File: config.mk
export PLATFORM = sky130hd
export DESIGN_NAME = mem_port_arbiter
export DESIGN_NICKNAME = d
export VERILOG_FILES = /design/src/rtl/mem_arb_pkg.sv /design/src/rtl/mem_arb_timeout_counter.sv /design/src/rtl/mem_port_arbiter.sv
export SDC_FILE = /design/constraint.sdc
export NUM_CORES = 1
export LEC_CHECK = 0
export BUFFER_PORTS_ARGS = -buffer_cell sky130_fd_sc_hd__clkbuf_2
export CELL_PAD_IN_SITES_DETAIL_PLACEMENT = 1
export CELL_PAD_IN_SITES_GLOBAL_PLACEMENT = 2
export CORE_MARGIN = 4
export CORE_UTILIZATION = 28
export DETAILED_ROUTE_END_ITERATION = 16
export PLACE_DENSITY_LB_ADDON = 0.1
export SLEW_MARGIN = 20
export SYNTH_ARGS = -nofsm -noshare
export SYNTH_HDL_FRONTEND = slang
export SYNTH_SLANG_ARGS = --single-unit
File: constraint.sdc
create_clock -name clk -period 5.3 [get_ports clk]
set_clock_uncertainty 0.05 [all_clocks]
set_input_delay 0.265 -clock clk [delete_from_list [all_inputs] [get_ports clk]]
set_output_delay 0.265 -clock clk [all_outputs]
set_load 0.05 [all_outputs]
File: src/rtl/mem_arb_pkg.sv
// Shared types for the unified-memory port arbiter: FSM states, owner ids, transaction record.
// Latency: n/a (types, constants and an elaboration-time helper only).
// Backpressure: n/a.
package mem_arb_pkg;

    // Transaction fields are sized for the widest supported data width; the arbiter
    // resizes to its own BIT_COUNT at the boundary.
    localparam int TXN_DATA_W = 64;
    localparam int TXN_ADDR_W = 32;
    localparam int TXN_MASK_W = TXN_DATA_W / 8;

    typedef enum logic [1:0] {
        IDLE    = 2'd0,
        ISSUE_I = 2'd1,
        ISSUE_D = 2'd2,
        RESP    = 2'd3
    } arb_state_t;

    typedef enum logic {
        OWNER_I = 1'b0,
        OWNER_D = 1'b1
    } owner_t;

    typedef struct packed {
        logic                  we;
        logic [TXN_ADDR_W-1:0] addr;
        logic [TXN_DATA_W-1:0] wdata;
        logic [TXN_MASK_W-1:0] wmask;
    } mem_txn_t;

    // The counter only has to hold 0 .. cycles-1 before it expires.
    function automatic int timeout_cnt_width(input int cycles);
        return (cycles < 2) ? 1 : $clog2(cycles);
    endfunction

endpackage

File: src/rtl/mem_arb_timeout_counter.sv
// Counts consecutive stalled issue cycles and flags expiry on the last allowed one.
// Latency: expire is combinational from the count and enable (same-cycle).
// Backpressure: none; clear wins over enable, count freezes once expired.
module mem_arb_timeout_counter
    import mem_arb_pkg::*;
#(
    parameter int TIMEOUT_CYCLES = 64
) (
    input  logic clk,
    input  logic reset,
    input  logic clear,
    input  logic enable,
    output logic expire
);

    localparam int CNT_W = timeout_cnt_width(TIMEOUT_CYCLES);
    localparam logic [CNT_W-1:0] LAST_CNT = CNT_W'(TIMEOUT_CYCLES - 1);

    logic [CNT_W-1:0] cnt;

    // Expire fires during the TIMEOUT_CYCLES-th stalled cycle so the FSM leaves on that edge.
    assign expire = enable && (cnt == LAST_CNT);

    // Count stalled cycles; restart whenever the arbiter is not issuing.
    always_ff @(posedge clk) begin
        if (reset || clear) begin
            cnt <= '0;
        end else if (enable && !expire) begin
            cnt <= cnt + 1'b1;
        end
    end

endmodule

File: src/rtl/mem_port_arbiter.sv
// Shares one single-ported memory between fetch and data ports, one transaction at a time.
// Latency: req in IDLE -> mem_req next cycle; mem_ready at k -> x_done at k+1 -> next grant at k+2.
// Backpressure: requesters hold req until done; mem_req holds until mem_ready or timeout.
// Build option MEM_ARB_ROUND_ROBIN_EN: alternate the tie-break between ports instead of data-first.
module mem_port_arbiter
    import mem_arb_pkg::*;
#(
    parameter int BIT_COUNT      = 32,
    parameter int ADDR_WIDTH     = 32,
    parameter int TIMEOUT_CYCLES = 64
) (
    input  logic                   clk,
    input  logic                   reset,
    input  logic                   i_req,
    input  logic [ADDR_WIDTH-1:0]  i_addr,
    output logic                   i_done,
    output logic [BIT_COUNT-1:0]   i_rdata,
    input  logic                   d_req,
    input  logic                   d_we,
    input  logic [ADDR_WIDTH-1:0]  d_addr,
    input  logic [BIT_COUNT-1:0]   d_wdata,
    input  logic [BIT_COUNT/8-1:0] d_wmask,
    output logic                   d_done,
    output logic [BIT_COUNT-1:0]   d_rdata,
    output logic                   mem_req,
    output logic                   mem_we,
    output logic [ADDR_WIDTH-1:0]  mem_addr,
    output logic [BIT_COUNT-1:0]   mem_wdata,
    output logic [BIT_COUNT/8-1:0] mem_wmask,
    input  logic                   mem_ready,
    input  logic [BIT_COUNT-1:0]   mem_rdata,
    output logic                   timeout_err
);

    arb_state_t           state;
    mem_txn_t             txn;
    logic                 issuing;
    logic                 tmo_expire;
    logic                 pick_d;
    logic                 grant_d;
    logic [BIT_COUNT-1:0] resp_data;

    assign issuing = (state == ISSUE_I) || (state == ISSUE_D);

    // Stores and timeouts return zero; loads and fetches return the memory word.
    assign resp_data = (mem_ready && !txn.we) ? mem_rdata : '0;

    assign mem_we    = txn.we;
    assign mem_addr  = ADDR_WIDTH'(txn.addr);
    assign mem_wdata = BIT_COUNT'(txn.wdata);
    assign mem_wmask = (BIT_COUNT/8)'(txn.wmask);

`ifdef MEM_ARB_ROUND_ROBIN_EN
    owner_t last_owner;

    // On a tie the port that did not own the memory last time goes first.
    assign pick_d = (last_owner == OWNER_I);

    // Remember who was granted most recently; fetch counts as last owner out of reset.
    always_ff @(posedge clk) begin
        if (reset) begin
            last_owner <= OWNER_I;
        end else if (state == IDLE) begin
            if (grant_d) begin
                last_owner <= OWNER_D;
            end else if (i_req) begin
                last_owner <= OWNER_I;
            end
        end
    end
`else
    assign pick_d = 1'b1;
`endif

    // A lone requester always wins; pick_d only settles a tie.
    assign grant_d = d_req && (!i_req || pick_d);

    mem_arb_timeout_counter #(
        .TIMEOUT_CYCLES (TIMEOUT_CYCLES)
    ) u_timeout (
        .clk    (clk),
        .reset  (reset),
        .clear  (!issuing),
        .enable (issuing && !mem_ready),
        .expire (tmo_expire)
    );

    // Arbitration FSM: grant only from IDLE, hold the request through ISSUE, pulse done in RESP.
    always_ff @(posedge clk) begin
        if (reset) begin
            state       <= IDLE;
            txn         <= '0;
            mem_req     <= 1'b0;
            i_done      <= 1'b0;
            d_done      <= 1'b0;
            i_rdata     <= '0;
            d_rdata     <= '0;
            timeout_err <= 1'b0;
        end else begin
            i_done <= 1'b0;
            d_done <= 1'b0;
            case (state)
                IDLE: begin
                    if (grant_d) begin
                        txn <= '{we:    d_we,
                                 addr:  TXN_ADDR_W'(d_addr),
                                 wdata: TXN_DATA_W'(d_wdata),
                                 wmask: TXN_MASK_W'(d_wmask)};
                        mem_req <= 1'b1;
                        state   <= ISSUE_D;
                    end else if (i_req) begin
                        txn <= '{we:    1'b0,
                                 addr:  TXN_ADDR_W'(i_addr),
                                 wdata: '0,
                                 wmask: '0};
                        mem_req <= 1'b1;
                        state   <= ISSUE_I;
                    end
                end
                ISSUE_I, ISSUE_D: begin
                    // A ready arriving on the expiry cycle still completes normally.
                    if (mem_ready || tmo_expire) begin
                        if (!mem_ready) begin
                            timeout_err <= 1'b1;
                        end
                        if (state == ISSUE_I) begin
                            i_rdata <= resp_data;
                            i_done  <= 1'b1;
                        end else begin
                            d_rdata <= resp_data;
                            d_done  <= 1'b1;
                        end
                        mem_req <= 1'b0;
                        state   <= RESP;
                    end
                end
                RESP: begin
                    state <= IDLE;
                end
                default: begin
                    mem_req <= 1'b0;
                    state   <= IDLE;
                end
            endcase
        end
    end

endmodule

==> impl_metrics.py <==
metrics = {
    "run_status": {
        "outcome": "completed",
    },
    "cts": {
        "cts-htree-levels": 4,
        "clock-sinks": 145,
        "clkTransAtPathRegs_ns": 0.06,
        "clk_latency_ns": 0.41,
        "root_buffer": "clkbuf_16",
        "cts_buffer_depth": 2,
        "cts_tree": "built",
        "cts_buffers": 17,
        "post_cts_buffers": 0,
        "ctsHoldBuffers": 0,
        "post_cts_resized": 0,
    },
    "drt": {
        "avgViaCountPerCell": 4.697,
        "first_iter_violations": 202,
        "drtAntennaViolNets": 0,
        "firstDrtPassIters": 4,
        "post-route-drc-count": 0,
        "dr_total_vias": 5397,
        "routedWlPerCell_um": 16.00,
        "routed_wl_um": 18390,
    },
    "critical_path": {
        "arrival_ns": 2.69,
        "required_ns": 5.58,
        "start_kind": "flip-flop",
        "endpoint_kind": "flip-flop",
        "r2r-start": "state[0]$_SDFFE_PP0P_",
        "cpPeakStageDelay_ns": 0.55,
        "critPathKind": "reg -> reg",
        "r2r_cells": 7,
        "path_cells": "inv_1, ha_1, nand4_1, o21ai_4, buf_4, nand3_1, o21ai_0",
        "cp-startpoint": "state[0]$_SDFFE_PP0P_",
        "crit_path_max_fanout": 38,
        "regToRegSetupSlack_ns": 2.89,
        "crit_end": "i_rdata[7]$_SDFFE_PP0P_",
        "r2r_end": "i_rdata[7]$_SDFFE_PP0P_",
        "slowest_stage": "o21ai_4",
    },
    "timing": {
        "hold_viol_final": 0,
        "report.final.slew_viol_count": 0,
        "worst_pin_slew_ns": 0.7378,
        "maxSlewHeadroom_pct": 50.81,
        "rsz0062_at_grt": "false",
        "fin_crit_sh_pct": 45.43,
        "setup_viol": 0,
        "setup_tns_ns": 0,
        "max_freq_ghz": 0.4153,
        "fin_crit_ns": 2.408,
    },
    "grt": {
        "antenna_found_initial": 1,
        "grt_pass1_wl_um": 29080,
        "grt_max_degree": 80,
        "grt_pass1_vias": 5685,
        "track_usage_pct": 16.11,
        "grt_overflow_total": 0,
    },
    "layout": {
        "final_core_util_pct": 38.70,
        "fin_nets": 1008,
        "final_area_sq_um": 7805,
        "drive_above_1_share_pct": 36.63,
        "num_antenna_cells": 0,
        "synthToLayoutAreaGrowth_pct": 36.17,
    },
    "logic_synthesis": {
        "synth_largest_area_cell": "dfxtp_1",
        "synth_area_leaders": "dfxtp_1 51%, nand2b_1 7.2%, mux2i_1 5.8%",
        "syn-num-nets": 761,
        "yosys_warnings": 0,
        "seq_area_frac_synth_pct": 50.64,
        "synthArstFlopShare_pct": 0,
        "synthesis.area_sq_um": 5732,
        "netlist_instances": 620,
        "synth_top_area_share_pct": 50.64,
        "synth_flop_cell": "dfxtp_1",
        "syn_avg_cell_area_sq_um": 9.245,
        "ys_ff_latch": 145,
        "synth_cell_types": 39,
        "synth-edff-count": 0,
    },
    "power_and_ir_drop": {
        "p_total_uw": 4109,
        "combPwrFrac_pct": 38.6,
        "power_density_nw_per_um2": 526.5,
        "p_int_uw": 2327,
        "power.share.clock_pct": 27.6,
        "p_sw_uw": 1782,
        "pwr-share-seq_pct": 33.8,
        "power_leakage_uw": 0.003470,
        "swShare_pct": 43.37,
        "peakVddDrop_mv": 0.3250,
    },
    "floorplanning": {
        "row_count": 52,
        "fp.dieW_um": 151.1,
        "core_area_sq_um": 20170,
        "start_util_pct": 28.42,
        "die-area_sq_um": 22820,
        "die_y_um": 151.1,
        "io_pins": 275,
    },
    "place": {
        "post_dp_cell_area_sq_um": 7252,
        "io_buffers": 274,
        "dp_hpwl_um": 13340,
        "gp_congestion": 0.7307,
    },
    "job": {
        "cap_violations": 0,
    },
    "min_path": {
        "hp-class": "in -> reg",
    },
}
[routing by layer]
layer	track usage, %	wire, um	vias to the layer above
met5	0	8	-
met4	5.258	284	2
met3	7.361	1702	20
met2	26.68	8930	169
met1	18.50	7464	2534
li1	-	-	2672
[area by class of cell]
type                       instances  area, sq um
clock buffer                      18        439.2
clock inverter                    13        113.9
fill                            2474        12360
inverter                           4        15.01
multi-input combinational        417         2542
sequential                       145         2903
tap                              270        337.8
timing repair buffer             282         1454
[through the flow]
| step | hold slack, ns | instances | setup WS, ns |
|---|---|---|---|
| 4_1_cts | 0.009624 | 1149 | 2.860 |
| 5_1_grt | 0.01806 | 1149 | 2.564 |
| 6_report | 0.02529 | 1149 | 2.892 |
| 2_1_floorplan | 0.3454 | 620 | 3.628 |
| 3_5_place_dp | 0.4076 | 1118 | 2.874 |
| 3_3_place_gp | 0.4016 | 1117 | 2.903 |
[power groups by stage]
stage / registers (uW) / logic (uW) / clock network [uW]
6_report: 1390 / 1590 / 1130
5_1_grt: 1420 / 1710 / 1230
4_1_cts: 1390 / 1620 / 1180
3_5_place_dp: 1410 / 1610 / 0
3_3_place_gp: 1400 / 1560 / 0
2_1_floorplan: 2040 / 587 / 0
[cell families (layout without fill, tap and decap cells)]
family                   count (synthesis)  after routing  share of synthesized area (%)
multiplexers                            33             33                          5.763
XOR/XNOR                                 2              2                         0.3057
adder cells (fa/ha/maj)                  3              3                         0.6549
buffers and inverters                   58            317                          5.151
flip-flops                             145            145                          50.64
AND/OR/NAND/NOR                        226            226                          20.02
AO/OA/AOI/OAI                          153            153                          17.46
[placed cells by master, fill, tap and decap left out, types with 2 or more instances in the layout]
| master | instances |
|---|---|
| clkbuf_16 | 17 |
| a22oi_1 | 37 |
| and2_1 | 2 |
| nor2b_1 | 2 |
| nor3_1 | 2 |
| nor2_1 | 76 |
| nand2b_1 | 66 |
| clkbuf_2 | 273 |
| mux2i_1 | 33 |
| nand3_1 | 66 |
| inv_6 | 2 |
| o21ai_0 | 34 |
| buf_4 | 8 |
| inv_1 | 4 |
| a311oi_1 | 2 |
| ha_1 | 3 |
| clkinv_2 | 5 |
| nand2_1 | 3 |
| clkinvlp_4 | 2 |
| a21oi_1 | 5 |
| o21ai_1 | 34 |
| dfxtp_1 | 145 |
| clkinv_4 | 3 |
| a211oi_1 | 34 |
[state kept, by name, summed over array words and instances, names as in the netlist]
signal         flops
i_rdata           32
i_done             1
mem_req            1
mem_addr          32
timeout_err        1
mem_we             1
u_timeout.cnt      6
d_rdata           32
mem_wmask          4
state              2
d_done             1
mem_wdata         32
[cells in the mapped netlist (5+ instances only)]
library cell	count
a211oi_1	34
a21oi_1	5
a22oi_1	37
buf_2	23
buf_4	6
clkbuf_1	16
dfxtp_1	145
mux2i_1	33
nand2b_1	66
nand3_1	66
nor2_1	76
o21ai_0	35
o21ai_1	34
[worst min path at each step]
stage                             start                        to  slack [ns]  cells past startpoint
3_5_place_dp   d_rdata[26]$_SDFFE_PP0P_  d_rdata[26]$_SDFFE_PP0P_        0.41                      2
2_1_floorplan             mem_rdata[10]  d_rdata[10]$_SDFFE_PP0P_        0.35                      2
6_report                  mem_rdata[29]  i_rdata[29]$_SDFFE_PP0P_        0.03                      3
3_3_place_gp    d_rdata[5]$_SDFFE_PP0P_   d_rdata[5]$_SDFFE_PP0P_        0.40                      2
5_1_grt                   mem_rdata[16]  d_rdata[16]$_SDFFE_PP0P_        0.02                      3
4_1_cts                   mem_rdata[29]  i_rdata[29]$_SDFFE_PP0P_        0.01                      3
[worst max-delay path, delay by kind of cell (launching register included)]
| kind | cells | cell delay [ns] |
|---|---|---|
| compound gates | 2 | 0.67 |
| fa+ha+maj | 1 | 0.43 |
| buf+inv | 2 | 0.50 |
| flops | 1 | 0.36 |
| simple gates | 2 | 0.31 |
Power figures use the tool's default switching activity.
